<file path="src/rtl/sparse_matrix_pkg.sv">
// Shared definitions for the sparse-matrix entry joiner: default widths,
// the joined entry type and a pointer-width helper for the input FIFOs.
package sparse_matrix_pkg;

    localparam int unsigned IDX_WIDTH_DEF = 32;
    localparam int unsigned VAL_WIDTH_DEF = 64;

    // One joined matrix entry as seen by the SpMV stage.
    typedef struct packed {
        logic [IDX_WIDTH_DEF-1:0] row;
        logic [IDX_WIDTH_DEF-1:0] col;
        logic [VAL_WIDTH_DEF-1:0] val;
    } entry_t;

    // Pointer width with one extra wrap bit so full and empty differ.
    function automatic int unsigned fifo_ptr_w(input int unsigned depth);
        return $clog2(depth) + 1;
    endfunction

endpackage

</file>
<file path="src/rtl/sparse_matrix_entry_joiner_if.sv">
// Decoder-side push/stall signals and the joined entry stream of the
// sparse-matrix entry joiner. The slave modport is the joiner itself.
interface sparse_matrix_entry_joiner_if
    import sparse_matrix_pkg::*;
#(
    parameter int unsigned IDX_WIDTH = IDX_WIDTH_DEF,
    parameter int unsigned VAL_WIDTH = VAL_WIDTH_DEF
);
    logic                 push_index;
    logic [IDX_WIDTH-1:0] row;
    logic [IDX_WIDTH-1:0] col;
    logic                 stall_index;
    logic                 push_val;
    logic [VAL_WIDTH-1:0] val;
    logic                 stall_val;
    logic                 push_entry;
    logic [IDX_WIDTH-1:0] entry_row;
    logic [IDX_WIDTH-1:0] entry_col;
    logic [VAL_WIDTH-1:0] entry_val;
    logic                 entry_row_start;
    logic                 entry_last;
    logic                 stall_entry;

    modport master (
        output push_index, row, col, push_val, val, stall_entry,
        input  stall_index, stall_val, push_entry, entry_row, entry_col,
               entry_val, entry_row_start, entry_last
    );

    modport slave (
        input  push_index, row, col, push_val, val, stall_entry,
        output stall_index, stall_val, push_entry, entry_row, entry_col,
               entry_val, entry_row_start, entry_last
    );
endinterface

</file>
<file path="src/rtl/sparse_matrix_entry_joiner_sync_fifo_stall.sv">
// sync_fifo_stall: single-clock FIFO with wrap-bit pointers and a registered
// early-stall flag raised once occupancy reaches DEPTH-SLACK. A write while
// full is dropped and flagged on the overflow pulse output.
module sync_fifo_stall
    import sparse_matrix_pkg::*;
#(
    parameter int unsigned WIDTH = 8,
    parameter int unsigned DEPTH = 16,
    parameter int unsigned SLACK = 4
) (
    input  logic             clk,
    input  logic             rst_n,
    input  logic             wr_en,
    input  logic [WIDTH-1:0] wr_data,
    input  logic             rd_en,
    output logic [WIDTH-1:0] rd_data,
    output logic             full,
    output logic             empty,
    output logic             stall,
    output logic             overflow
);
    localparam int unsigned   AW       = $clog2(DEPTH);
    localparam int unsigned   PW       = fifo_ptr_w(DEPTH);
    localparam logic [PW-1:0] STALL_TH = PW'(DEPTH - SLACK);

    logic [WIDTH-1:0] mem_q [DEPTH];
    logic [PW-1:0]    wr_ptr_q, wr_ptr_d;
    logic [PW-1:0]    rd_ptr_q, rd_ptr_d;
    logic [PW-1:0]    occ_d_s;
    logic             stall_q, stall_d;
    logic             full_s, empty_s, wr_acc_s, rd_acc_s;

    // Full/empty from the current pointers; the wrap bit separates the two.
    always_comb begin
        empty_s = (wr_ptr_q == rd_ptr_q);
        full_s  = (wr_ptr_q[AW] != rd_ptr_q[AW]) &&
                  (wr_ptr_q[AW-1:0] == rd_ptr_q[AW-1:0]);
    end

    // Next pointers and the stall flag for the resulting occupancy.
    always_comb begin
        wr_acc_s = wr_en && !full_s;
        rd_acc_s = rd_en && !empty_s;
        if (wr_acc_s) begin
            wr_ptr_d = wr_ptr_q + PW'(1);
        end else begin
            wr_ptr_d = wr_ptr_q;
        end
        if (rd_acc_s) begin
            rd_ptr_d = rd_ptr_q + PW'(1);
        end else begin
            rd_ptr_d = rd_ptr_q;
        end
        occ_d_s = wr_ptr_d - rd_ptr_d;
        if (occ_d_s >= STALL_TH) begin
            stall_d = 1'b1;
        end else begin
            stall_d = 1'b0;
        end
    end

    // Pointer and stall state.
    always_ff @(posedge clk or negedge rst_n) begin
        if (!rst_n) begin
            wr_ptr_q <= '0;
            rd_ptr_q <= '0;
            stall_q  <= 1'b0;
        end else begin
            wr_ptr_q <= wr_ptr_d;
            rd_ptr_q <= rd_ptr_d;
            stall_q  <= stall_d;
        end
    end

    // Storage array; contents need no reset since the pointers gate reads.
    always_ff @(posedge clk) begin
        if (wr_acc_s) begin
            mem_q[wr_ptr_q[AW-1:0]] <= wr_data;
        end
    end

    assign rd_data  = mem_q[rd_ptr_q[AW-1:0]];
    assign full     = full_s;
    assign empty    = empty_s;
    assign stall    = stall_q;
    assign overflow = wr_en && full_s;

endmodule

</file>
<file path="src/rtl/sparse_matrix_entry_joiner.sv">
// sparse_matrix_entry_joiner: buffers the decoder's index and value streams
// and joins them in order into registered (row, col, val) entries, marking
// row starts, counting against nnz and reporting busy/overflow.
// Optional macro SPARSE_MATRIX_ENTRY_JOINER_ROW_ORDER_CHECK_EN adds the
// sticky row_order_err output for non-increasing (row, col) order.
module sparse_matrix_entry_joiner
    import sparse_matrix_pkg::*;
#(
    parameter int unsigned FIFO_DEPTH  = 16,
    parameter int unsigned STALL_SLACK = 4,
    parameter int unsigned IDX_WIDTH   = IDX_WIDTH_DEF,
    parameter int unsigned VAL_WIDTH   = VAL_WIDTH_DEF
) (
    input  logic        clk,
    input  logic        rst_n,
    input  logic        start,
    input  logic [63:0] nnz,
    output logic        busy,
    output logic        overflow,
`ifdef SPARSE_MATRIX_ENTRY_JOINER_ROW_ORDER_CHECK_EN
    output logic        row_order_err,
`endif
    sparse_matrix_entry_joiner_if.slave bus
);
    logic [2*IDX_WIDTH-1:0] idx_rd_s;
    logic [VAL_WIDTH-1:0]   val_rd_s;
    logic [IDX_WIDTH-1:0]   pop_row_s, pop_col_s;
    logic idx_full_s, idx_empty_s, idx_stall_s, idx_ovf_s;
    logic val_full_s, val_empty_s, val_stall_s, val_ovf_s;
    logic pop_s;

    logic                 busy_q, busy_d;
    logic                 overflow_q, overflow_d;
    logic                 first_q, first_d;
    logic [63:0]          nnz_q, nnz_d;
    logic [63:0]          emit_count_q, emit_count_d;
    logic [IDX_WIDTH-1:0] last_row_q, last_row_d;
    logic                 push_entry_q, push_entry_d;
    logic [IDX_WIDTH-1:0] entry_row_q, entry_row_d;
    logic [IDX_WIDTH-1:0] entry_col_q, entry_col_d;
    logic [VAL_WIDTH-1:0] entry_val_q, entry_val_d;
    logic                 entry_row_start_q, entry_row_start_d;
    logic                 entry_last_q, entry_last_d;
`ifdef SPARSE_MATRIX_ENTRY_JOINER_ROW_ORDER_CHECK_EN
    logic [IDX_WIDTH-1:0] last_col_q, last_col_d;
    logic                 row_order_err_q, row_order_err_d;
    logic                 order_bad_s;
`endif

    sync_fifo_stall #(
        .WIDTH (2*IDX_WIDTH),
        .DEPTH (FIFO_DEPTH),
        .SLACK (STALL_SLACK)
    ) u_idx_fifo (
        .clk      (clk),
        .rst_n    (rst_n),
        .wr_en    (bus.push_index),
        .wr_data  ({bus.row, bus.col}),
        .rd_en    (pop_s),
        .rd_data  (idx_rd_s),
        .full     (idx_full_s),
        .empty    (idx_empty_s),
        .stall    (idx_stall_s),
        .overflow (idx_ovf_s)
    );

    sync_fifo_stall #(
        .WIDTH (VAL_WIDTH),
        .DEPTH (FIFO_DEPTH),
        .SLACK (STALL_SLACK)
    ) u_val_fifo (
        .clk      (clk),
        .rst_n    (rst_n),
        .wr_en    (bus.push_val),
        .wr_data  (bus.val),
        .rd_en    (pop_s),
        .rd_data  (val_rd_s),
        .full     (val_full_s),
        .empty    (val_empty_s),
        .stall    (val_stall_s),
        .overflow (val_ovf_s)
    );

    // Join condition: both heads present, downstream ready, and entries left
    // in this matrix (so entries past nnz stay queued). No pop on start.
    always_comb begin
        pop_row_s = idx_rd_s[2*IDX_WIDTH-1:IDX_WIDTH];
        pop_col_s = idx_rd_s[IDX_WIDTH-1:0];
        if (busy_q && !start && !idx_empty_s && !val_empty_s &&
            !bus.stall_entry && (emit_count_q < nnz_q)) begin
            pop_s = 1'b1;
        end else begin
            pop_s = 1'b0;
        end
    end

`ifdef SPARSE_MATRIX_ENTRY_JOINER_ROW_ORDER_CHECK_EN
    // An entry is out of order if its row goes backwards, or its column does
    // not advance within the same row.
    always_comb begin
        if (!first_q && ((pop_row_s < last_row_q) ||
            ((pop_row_s == last_row_q) && (pop_col_s <= last_col_q)))) begin
            order_bad_s = 1'b1;
        end else begin
            order_bad_s = 1'b0;
        end
    end
`endif

    // Next-state for the control flags, counters and registered entry.
    always_comb begin
        nnz_d             = nnz_q;
        emit_count_d      = emit_count_q;
        first_d           = first_q;
        last_row_d        = last_row_q;
        entry_row_d       = entry_row_q;
        entry_col_d       = entry_col_q;
        entry_val_d       = entry_val_q;
        push_entry_d      = pop_s;
        entry_row_start_d = 1'b0;
        entry_last_d      = 1'b0;
        busy_d            = busy_q;
        overflow_d        = overflow_q;
`ifdef SPARSE_MATRIX_ENTRY_JOINER_ROW_ORDER_CHECK_EN
        last_col_d        = last_col_q;
        row_order_err_d   = row_order_err_q;
`endif

        if (start) begin
            nnz_d        = nnz;
            emit_count_d = 64'd0;
            first_d      = 1'b1;
            busy_d       = (nnz != 64'd0);
            overflow_d   = 1'b0;
`ifdef SPARSE_MATRIX_ENTRY_JOINER_ROW_ORDER_CHECK_EN
            row_order_err_d = 1'b0;
`endif
        end else if (push_entry_q && entry_last_q) begin
            busy_d = 1'b0;
        end else begin
            busy_d = busy_q;
        end

        if (pop_s) begin
            entry_row_d       = pop_row_s;
            entry_col_d       = pop_col_s;
            entry_val_d       = val_rd_s;
            entry_row_start_d = first_q || (pop_row_s != last_row_q);
            entry_last_d      = ((emit_count_q + 64'd1) == nnz_q);
            emit_count_d      = emit_count_q + 64'd1;
            last_row_d        = pop_row_s;
            first_d           = 1'b0;
`ifdef SPARSE_MATRIX_ENTRY_JOINER_ROW_ORDER_CHECK_EN
            last_col_d        = pop_col_s;
            if (order_bad_s) begin
                row_order_err_d = 1'b1;
            end else begin
                row_order_err_d = row_order_err_q;
            end
`endif
        end else begin
            entry_row_start_d = 1'b0;
        end

        if (idx_ovf_s || val_ovf_s) begin
            overflow_d = 1'b1;
        end else begin
            overflow_d = overflow_d;
        end
    end

    // Register bank for control state and the outgoing entry.
    always_ff @(posedge clk or negedge rst_n) begin
        if (!rst_n) begin
            nnz_q             <= 64'd0;
            emit_count_q      <= 64'd0;
            first_q           <= 1'b1;
            last_row_q        <= '0;
            busy_q            <= 1'b0;
            overflow_q        <= 1'b0;
            push_entry_q      <= 1'b0;
            entry_row_q       <= '0;
            entry_col_q       <= '0;
            entry_val_q       <= '0;
            entry_row_start_q <= 1'b0;
            entry_last_q      <= 1'b0;
`ifdef SPARSE_MATRIX_ENTRY_JOINER_ROW_ORDER_CHECK_EN
            last_col_q        <= '0;
            row_order_err_q   <= 1'b0;
`endif
        end else begin
            nnz_q             <= nnz_d;
            emit_count_q      <= emit_count_d;
            first_q           <= first_d;
            last_row_q        <= last_row_d;
            busy_q            <= busy_d;
            overflow_q        <= overflow_d;
            push_entry_q      <= push_entry_d;
            entry_row_q       <= entry_row_d;
            entry_col_q       <= entry_col_d;
            entry_val_q       <= entry_val_d;
            entry_row_start_q <= entry_row_start_d;
            entry_last_q      <= entry_last_d;
`ifdef SPARSE_MATRIX_ENTRY_JOINER_ROW_ORDER_CHECK_EN
            last_col_q        <= last_col_d;
            row_order_err_q   <= row_order_err_d;
`endif
        end
    end

`ifdef SPARSE_MATRIX_ENTRY_JOINER_ROW_ORDER_CHECK_EN
`ifndef SYNTHESIS
    // Simulation-only report of each out-of-order entry.
    always_ff @(posedge clk) begin
        if (rst_n && pop_s && order_bad_s) begin
            $display("row_order_err: row=%0d col=%0d", pop_row_s, pop_col_s);
        end
    end
`endif
    assign row_order_err = row_order_err_q;
`endif

    assign busy                = busy_q;
    assign overflow            = overflow_q;
    assign bus.stall_index     = idx_stall_s;
    assign bus.stall_val       = val_stall_s;
    assign bus.push_entry      = push_entry_q;
    assign bus.entry_row       = entry_row_q;
    assign bus.entry_col       = entry_col_q;
    assign bus.entry_val       = entry_val_q;
    assign bus.entry_row_start = entry_row_start_q;
    assign bus.entry_last      = entry_last_q;

endmodule

</file>
<file path="src/flat_wrapper.sv">
// flat-port wrapper written by rule: the top's interface ports become plain ports
module sparse_matrix_entry_joiner_flat import sparse_matrix_pkg::*;
#(
    parameter int unsigned FIFO_DEPTH  = 16,
    parameter int unsigned STALL_SLACK = 4,
    parameter int unsigned IDX_WIDTH   = IDX_WIDTH_DEF,
    parameter int unsigned VAL_WIDTH   = VAL_WIDTH_DEF
)
  (clk, rst_n, start, nnz, busy, overflow, bus_push_index, bus_row, bus_col, bus_push_val, bus_val, bus_stall_entry, bus_stall_index, bus_stall_val, bus_push_entry, bus_entry_row, bus_entry_col, bus_entry_val, bus_entry_row_start, bus_entry_last);
  sparse_matrix_entry_joiner_if #(.IDX_WIDTH(IDX_WIDTH), .VAL_WIDTH(VAL_WIDTH)) bus_i ();
  input  logic clk;
  input  logic rst_n;
  input  logic start;
  input  logic [63:0] nnz;
  output logic busy;
  output logic overflow;
  input wire logic [$bits(bus_i.push_index)-1:0] bus_push_index;
  input wire logic [$bits(bus_i.row)-1:0] bus_row;
  input wire logic [$bits(bus_i.col)-1:0] bus_col;
  input wire logic [$bits(bus_i.push_val)-1:0] bus_push_val;
  input wire logic [$bits(bus_i.val)-1:0] bus_val;
  input wire logic [$bits(bus_i.stall_entry)-1:0] bus_stall_entry;
  output wire logic [$bits(bus_i.stall_index)-1:0] bus_stall_index;
  output wire logic [$bits(bus_i.stall_val)-1:0] bus_stall_val;
  output wire logic [$bits(bus_i.push_entry)-1:0] bus_push_entry;
  output wire logic [$bits(bus_i.entry_row)-1:0] bus_entry_row;
  output wire logic [$bits(bus_i.entry_col)-1:0] bus_entry_col;
  output wire logic [$bits(bus_i.entry_val)-1:0] bus_entry_val;
  output wire logic [$bits(bus_i.entry_row_start)-1:0] bus_entry_row_start;
  output wire logic [$bits(bus_i.entry_last)-1:0] bus_entry_last;
  assign bus_i.push_index = bus_push_index;
  assign bus_i.row = bus_row;
  assign bus_i.col = bus_col;
  assign bus_i.push_val = bus_push_val;
  assign bus_i.val = bus_val;
  assign bus_i.stall_entry = bus_stall_entry;
  assign bus_stall_index = bus_i.stall_index;
  assign bus_stall_val = bus_i.stall_val;
  assign bus_push_entry = bus_i.push_entry;
  assign bus_entry_row = bus_i.entry_row;
  assign bus_entry_col = bus_i.entry_col;
  assign bus_entry_val = bus_i.entry_val;
  assign bus_entry_row_start = bus_i.entry_row_start;
  assign bus_entry_last = bus_i.entry_last;
  sparse_matrix_entry_joiner #(.FIFO_DEPTH(FIFO_DEPTH), .STALL_SLACK(STALL_SLACK), .IDX_WIDTH(IDX_WIDTH), .VAL_WIDTH(VAL_WIDTH)) u_core (.clk(clk), .rst_n(rst_n), .start(start), .nnz(nnz), .busy(busy), .overflow(overflow), .bus(bus_i));
endmodule
</file>
<file path="config.mk">
export PLATFORM = sky130hd
export DESIGN_NAME = sparse_matrix_entry_joiner_flat
export DESIGN_NICKNAME = d
export VERILOG_FILES = /design/src/rtl/sparse_matrix_pkg.sv /design/src/rtl/sparse_matrix_entry_joiner_if.sv /design/src/rtl/sparse_matrix_entry_joiner_sync_fifo_stall.sv /design/src/rtl/sparse_matrix_entry_joiner.sv /design/src/flat_wrapper.sv
export SDC_FILE = /design/constraint.sdc
export NUM_CORES = 2
export LEC_CHECK = 0
export CORE_MARGIN = 4
export CORE_UTILIZATION = 55
export DETAILED_ROUTE_END_ITERATION = 8
export GPL_TIMING_DRIVEN = 0
export PLACE_DENSITY = 0.73
export SLEW_MARGIN = 30
export SYNTH_ARGS = -nofsm -noshare
export SYNTH_HDL_FRONTEND = slang
export SYNTH_SLANG_ARGS = --single-unit
</file>
<file path="constraint.sdc">
create_clock -name clk -period 10.7 [get_ports clk]
set_input_delay 2.14 -clock clk [delete_from_list [all_inputs] [get_ports clk]]
set_output_delay 2.14 -clock clk [all_outputs]
set_load 0.01 [all_outputs]
</file>
Yosys cells after proc, flatten, opt, wreduce, memory -nomap -nowiden
Memories as Yosys holds them, arrays and structs flattened. A register that Yosys moved wholly into a read port is not among the register bits.
Index checks and enable logic that the tools add are counted.
{"block": "totals", "word_cells": 84, "ram_bits": 2048, "output_inout_bits": 135, "register_bits": 220, "mem_count": 2, "inputBits": 198}
{"block": "op_classes", "magnitude_cmp": 3, "muxes": 21, "eq_ne": 8, "addsub": 7, "reduce_logical": 27}
{"memory": "u_core.u_idx_fifo.mem_q", "words": 16, "width": 64, "rd": 1, "rd_ports_with_merged_regs": 0, "wr": 1, "line_no": "sparse_matrix_entry_joiner_sync_fifo_stall.sv:26", "rtl": "logic [WIDTH-1:0] mem_q [DEPTH];"}
{"memory": "u_core.u_val_fifo.mem_q", "words": 16, "width": 64, "rd": 1, "rd_ports_with_merged_regs": 1, "wr": 1, "line_no": "sparse_matrix_entry_joiner_sync_fifo_stall.sv:26"}
{"cell": "2-to-1 mux 64 bit", "count": 2}
{"cell": "adder 64 x 1 -> 64 bit, second input constant", "count": 1}
{"cell": "== test 64 bit", "count": 1}
{"cell": "less-than comparator 64 bit", "count": 1}
{"cell": "nonzero test 64 bit", "count": 1}
{"cell": "inequality test 32 bit", "count": 1}
{"cell": "adder 5 x 1 -> 5 bit, second input constant", "count": 4}
{"cell": "2-to-1 mux 5 bit", "count": 4}
{"cell": "2-to-1 mux 1 bit", "count": 15}
{"cell": "logical AND 1 bit", "count": 14}
{"cell": "== test 5 bit", "count": 2}
{"cell": ">= comparator 5 x 4 -> 1 bit, second input constant", "count": 2}
{"cell": "subtractor 5 bit", "count": 2}
{"cell": "== test 4 bit", "count": 2}
{"cell": "logical NOT 1 bit", "count": 7}
{"cell": "nonzero test 2 bit", "count": 3}
{"cell": "logical OR 1 bit", "count": 2}
{"cell": "inequality test 1 bit", "count": 2}

Logic depth before layout (Yosys ltp)
{"block": "depth", "word_depth": 12, "ltp_mapped": 20, "mapped_depth_nobuf": 18}

By module
Synthesis repeated with hierarchy kept, for this count alone.
{"block": "unflattened", "hier_cells": 5807, "hier_area_um2": 95221.3}
{"mod": "sync_fifo_stall", "instances": 2, "cells_per_inst": 2004, "area_per_inst_um2": 39993.4, "seq_area_each_um2": 31024.8}
{"mod": "sparse_matrix_entry_joiner", "instances": 1, "cells_per_inst": 1799, "area_per_inst_um2": 15234.6, "seq_area_each_um2": 6557.5}

Worst setup path after synthesis
No wires, ideal clock.
{"block": "synth_path", "path_kind": "input to register", "from": "input bus_push_val", "to": "memory u_core.u_val_fifo.mem_q[3][0] (netlist bit), enable pin", "t_required_ns": 10.136, "stages": 3, "path_buffers": 0, "setup_time_ns": 0.564, "arrival_ns": 7.132, "path_slack_ns": 3.003, "cell_sequence": "a21boi_1 nand2_1 nor3_1"}
{"block": "synth_via", "elab_chain_cells": 3}
{"item": "start, declared", "line_no": "flat_wrapper.sv:20", "rtl": "input wire logic [$bits(bus_i.push_val)-1:0] bus_push_val;"}
{"item": "logical AND 1 bit", "line_no": "sparse_matrix_entry_joiner_sync_fifo_stall.sv:42", "rtl": "wr_acc_s = wr_en && !full_s;"}
{"item": "2-to-1 mux 1 bit", "line_no": "sparse_matrix_entry_joiner_sync_fifo_stall.sv:77", "rtl": "if (wr_acc_s) begin"}
{"item": "2-to-1 mux 1 bit (implied by the code)", "line_no": "sparse_matrix_entry_joiner_sync_fifo_stall.sv:78", "rtl": "mem_q[wr_ptr_q[AW-1:0]] <= wr_data;"}
{"item": "end, declared", "line_no": "sparse_matrix_entry_joiner_sync_fifo_stall.sv:26"}
No other way between the ends.

Worst setup path in the final report
{"block": "layout_path", "from": "input start", "to": "register u_core.u_val_fifo.stall_q (netlist: u_core.u_val_fifo.stall)"}
{"block": "layout_via", "elab_chain_cells": 12}
{"item": "start, declared", "line_no": "flat_wrapper.sv:13", "rtl": "input logic start;"}
{"item": "logical NOT 1 bit", "line_no": "sparse_matrix_entry_joiner.sv:89", "rtl": "if (busy_q && !start && !idx_empty_s && !val_empty_s &&"}
{"item": "logical AND 1 bit (4 in series)", "line_no": "sparse_matrix_entry_joiner.sv:89"}
{"item": "logical AND 1 bit", "line_no": "sparse_matrix_entry_joiner.sv:90", "rtl": "!bus.stall_entry && (emit_count_q < nnz_q)) begin"}
{"item": "2-to-1 mux 1 bit", "line_no": "sparse_matrix_entry_joiner.sv:89"}
{"item": "logical AND 1 bit", "line_no": "sparse_matrix_entry_joiner_sync_fifo_stall.sv:43", "rtl": "rd_acc_s = rd_en && !empty_s;"}
{"item": "2-to-1 mux 5 bit", "line_no": "sparse_matrix_entry_joiner_sync_fifo_stall.sv:49", "rtl": "if (rd_acc_s) begin"}
{"item": "net u_core.u_val_fifo.rd_ptr_d[0]", "line_no": "sparse_matrix_entry_joiner_sync_fifo_stall.sv:28", "rtl": "logic [PW-1:0] rd_ptr_q, rd_ptr_d;"}
{"item": "subtractor 5 bit", "line_no": "sparse_matrix_entry_joiner_sync_fifo_stall.sv:54", "rtl": "occ_d_s = wr_ptr_d - rd_ptr_d;"}
{"item": ">= comparator 5 x 4 -> 1 bit", "line_no": "sparse_matrix_entry_joiner_sync_fifo_stall.sv:55", "rtl": "if (occ_d_s >= STALL_TH) begin"}
{"item": "2-to-1 mux 1 bit", "line_no": "sparse_matrix_entry_joiner_sync_fifo_stall.sv:55"}
{"item": "net u_core.u_val_fifo.stall_d", "line_no": "sparse_matrix_entry_joiner_sync_fifo_stall.sv:30", "rtl": "logic stall_q, stall_d;"}
{"item": "end signal, assigned", "line_no": "sparse_matrix_entry_joiner_sync_fifo_stall.sv:71", "rtl": "stall_q <= stall_d;"}
{"item": "end, declared", "line_no": "sparse_matrix_entry_joiner_sync_fifo_stall.sv:30"}
The timed path passes the listed nets, and every way through them passes these cells.
A chain may end at the register's enable or synchronous reset.

==> impl_metrics.ini <==
[sta]
rsz0062_at_grt = false
setup_viol = 0
drv_slew = 0
clock_skew_ns = 0.0461
tightest_slew_ns = 1.13
post-route-period-util_pct = 66.3
hold_viol_final = 0
setup_slack_ns = 3.60
period_minus_slack_ns = 7.10
relSlewSlack_pct = 24.8
max_freq_mhz = 141

[global_routing]
grt_overflow = 0
grt_pass1_wl_um = 370000
grt_start_max_net_pins = 71
grt_pass1_vias = 53600
grt_usage_pct = 29.4
antenna_found_initial = 43

[setup_path]
crit_arrival_ns = 7.86
startpoint_type = input port
crit_fanout = 10
path_class = input port to flip-flop
required_ns = 11.46
end_kind = flip-flop

[cts]
htreeDepth = 4
insertion_delay_ns = 0.87
cts.sinks = 2332
ctsResizeCount = 0
root_buffer = clkbuf_16
hold_buffers = 0
cts_tree = yes
clockBufferDepth = 3
cts_made_buffers = 222
clk_pin_slew_worst_paths_ns = 0.06
cts_setup_buffers = 0

[die]
coreArea_um2 = 168000
fp.dieH_um = 419
start_util_pct = 55.5
design.die.area_um2 = 176000
die_w_um = 419
rows = 150
ios = 333

[route]
routed_wl_um = 257000
drt_iter0_markers = 6880
drt-vias-per-instance = 6.42
postRouteAntennaNets = 0
wl_per_cell_um = 31.5
drc = 0
num_vias = 52400
firstDrtPassIters = 7

[pwr]
powerDensity_nw_per_um2 = 255
leakagePower_nw = 37.8
vdd_ir_drop_max_v = 0.000206
power.total_mw = 28.3

[outcome]
status = completed

[synth]
synth_ff_type = edfxtp_1
syn_inst = 4952
netlist_area_um2 = 93100
synthArstFlopShare_pct = 12.2
yosys-top-cells-area = edfxtp_1 (66%), mux4_2 (13%), dfrtp_1 (7.6%)
yosysSeqAreaShare_pct = 73.7
synth.distinct_cells = 71
syn_avg_cell_area_um2 = 18.8
yosysWarnings = 0
ys_seq_elements = 2332
syn-num-nets = 5233
synth-edff-count = 2048
yosys.area.top_type = edfxtp_1
synth.top_cell.area_share_pct = 66.1

[final_layout]
mostFrequentLayoutCells = edfxtp_1 (2,048), mux4_2 (544), nand2_1 (474)
final_common_cell = edfxtp_1
nets = 6009
fin_cells = 8161
drive_gt1_share_pct = 21.2
syn_to_final_growth_pct = 19.2
final_util_pct = 66.2

[worst_hold_path]
hold_path.class = flip-flop to flip-flop

[job]
max-cap-violations = 0

[place]
dp_cells = 7708
dp_hpwl_um = 170000
portBuffers = 331
routabilityCongestion = 0.910
place_ws_ns = 2.79
-- cells in the mapped netlist, types with 7 or more instances --
master    instances
or4_1             7
buf_2            44
a221oi_1         68
dfrtp_1         283
o211ai_1          7
o31ai_1          35
o41ai_1           7
xor2_1           66
and4_1            9
a31oi_1          42
edfxtp_1       2048
and2_1           11
nor2_1          125
o21ai_1          60
and3_1           31
clkbuf_1        163
mux4_2          544
buf_1            50
ha_1             81
mux2i_1         136
nand3_1          41
nor4_1           39
nand4_1          54
a21oi_1          57
nand2b_1          9
a22oi_1          34
xnor2_1          87
nor3_1           26
o21ai_0         137
inv_1           100
nand2_1         474
-- path summary, 6_finish.rpt --
check / startpoint / to / slack (ns) / cells after the start
max: start / u_core.u_val_fifo.stall$_DFF_PN0_ / 3.60 / 17
min in group asynchronous: rst_n / u_core.nnz_q[33]$_DFFE_PN0P_ / 1.20 / 1
min reg2reg: u_core.bus.entry_val[20]$_DFFE_PN0P_ / u_core.bus.entry_val[20]$_DFFE_PN0P_ / 0.47 / 2
min: u_core.bus.entry_val[20]$_DFFE_PN0P_ / u_core.bus.entry_val[20]$_DFFE_PN0P_ / 0.47 / 2
max in group asynchronous: rst_n / u_core.bus.entry_col[19]$_DFFE_PN0P_ / 8.24 / 3
max reg2reg: u_core.u_idx_fifo.rd_ptr_q[3]$_DFF_PN0_ / u_core.u_val_fifo.stall$_DFF_PN0_ / 4.39 / 17
-- cells by family (layout without fill, tap and decap cells) --
| family | after synthesis | after routing | share of synthesized area, % |
|---|---|---|---|
| buffers and inverters | 362 | 1331 | 1.54 |
| other | 0 | 36 | 0 |
| XOR/XNOR | 156 | 156 | 1.51 |
| adder cells (fa/ha/maj) | 83 | 83 | 1.13 |
| multiplexers | 681 | 681 | 14.6 |
| flip-flops | 2332 | 2332 | 73.7 |
| AO/OA/AOI/OAI | 482 | 482 | 3.29 |
| AND/OR/NAND/NOR | 856 | 856 | 4.18 |
-- flip-flops by register name, summed over array words and instances, names as in the netlist --
signal	flops
u_core.busy	1
u_core.bus.entry_col	32
u_core.bus.entry_val	64
u_core.overflow	1
u_core.u_val_fifo.wr_ptr_q	5
u_core.u_idx_fifo.stall	1
u_core.u_val_fifo.rd_ptr_q	5
u_core.bus.entry_row_start	1
u_core.bus.push_entry	1
u_core.last_row_q	32
u_core.bus.entry_last	1
u_core.u_idx_fifo.rd_ptr_q	5
u_core.nnz_q	64
u_core.u_idx_fifo.wr_ptr_q	5
u_core.u_idx_fifo.mem_q	1024
u_core.emit_count_q	64
u_core.u_val_fifo.stall	1
u_core.first_q	1
u_core.u_val_fifo.mem_q	1024
-- routing by layer --
metal  up-vias  part of all wire (%)  GRT usage [%]
met5         -                 0.026              0
met4        10                   5.7           15.3
met3       584                   8.7           5.61
met2      3106                    50           48.6
met1     27200                    35           37.3
li1      21500                     -              -
-- where the power goes --
group          leakage (nW)  switching (mW)  internal [mW]
sequential             22.0           0.479           11.0
combinational          12.2            4.96           3.96
clock                  3.57            3.43           4.44
-- layout make-up --
type                            count  area (µm²)
Sequential cell                  2332       68600
Fill cell                       10600       56700
Multi-Input combinational cell   2258       23300
Timing Repair Buffer              552        7350
Clock buffer                      283        5940
Tap cell                         2204        2760
Clock inverter                    134        1390
Buffer                            260        1120
Inverter                          102         383
Antenna cell                       36        90.1
-- critical path, stage by stage --
cell and delay, ns:
clkbuf_1 0.30, nor4b_1 0.76, o211ai_1 0.27, a21oi_1 0.19, o211ai_1 0.22, nor2_2 0.60
nand2_1 0.33, clkbuf_1 0.51, clkbuf_1 0.52, xnor2_1 0.27, ha_1 0.26, fa_1 0.48
inv_1 0.13, nor3_1 0.05, a2111o_1 0.44, and4_1 0.20, o211ai_1 0.16
-- metrics by stage --
stage,instance area (µm²),TNS [ns],hold WS [ns]
final,111000,0,0.473
after global routing,111000,0,0.496
after CTS,111000,0,0.477
after detailed placement,103000,0,0.462
after global placement,99100,-4014.38,0.458
after floorplan,93100,0,0.465
Note: power is estimated with default switching activity, not from simulation.
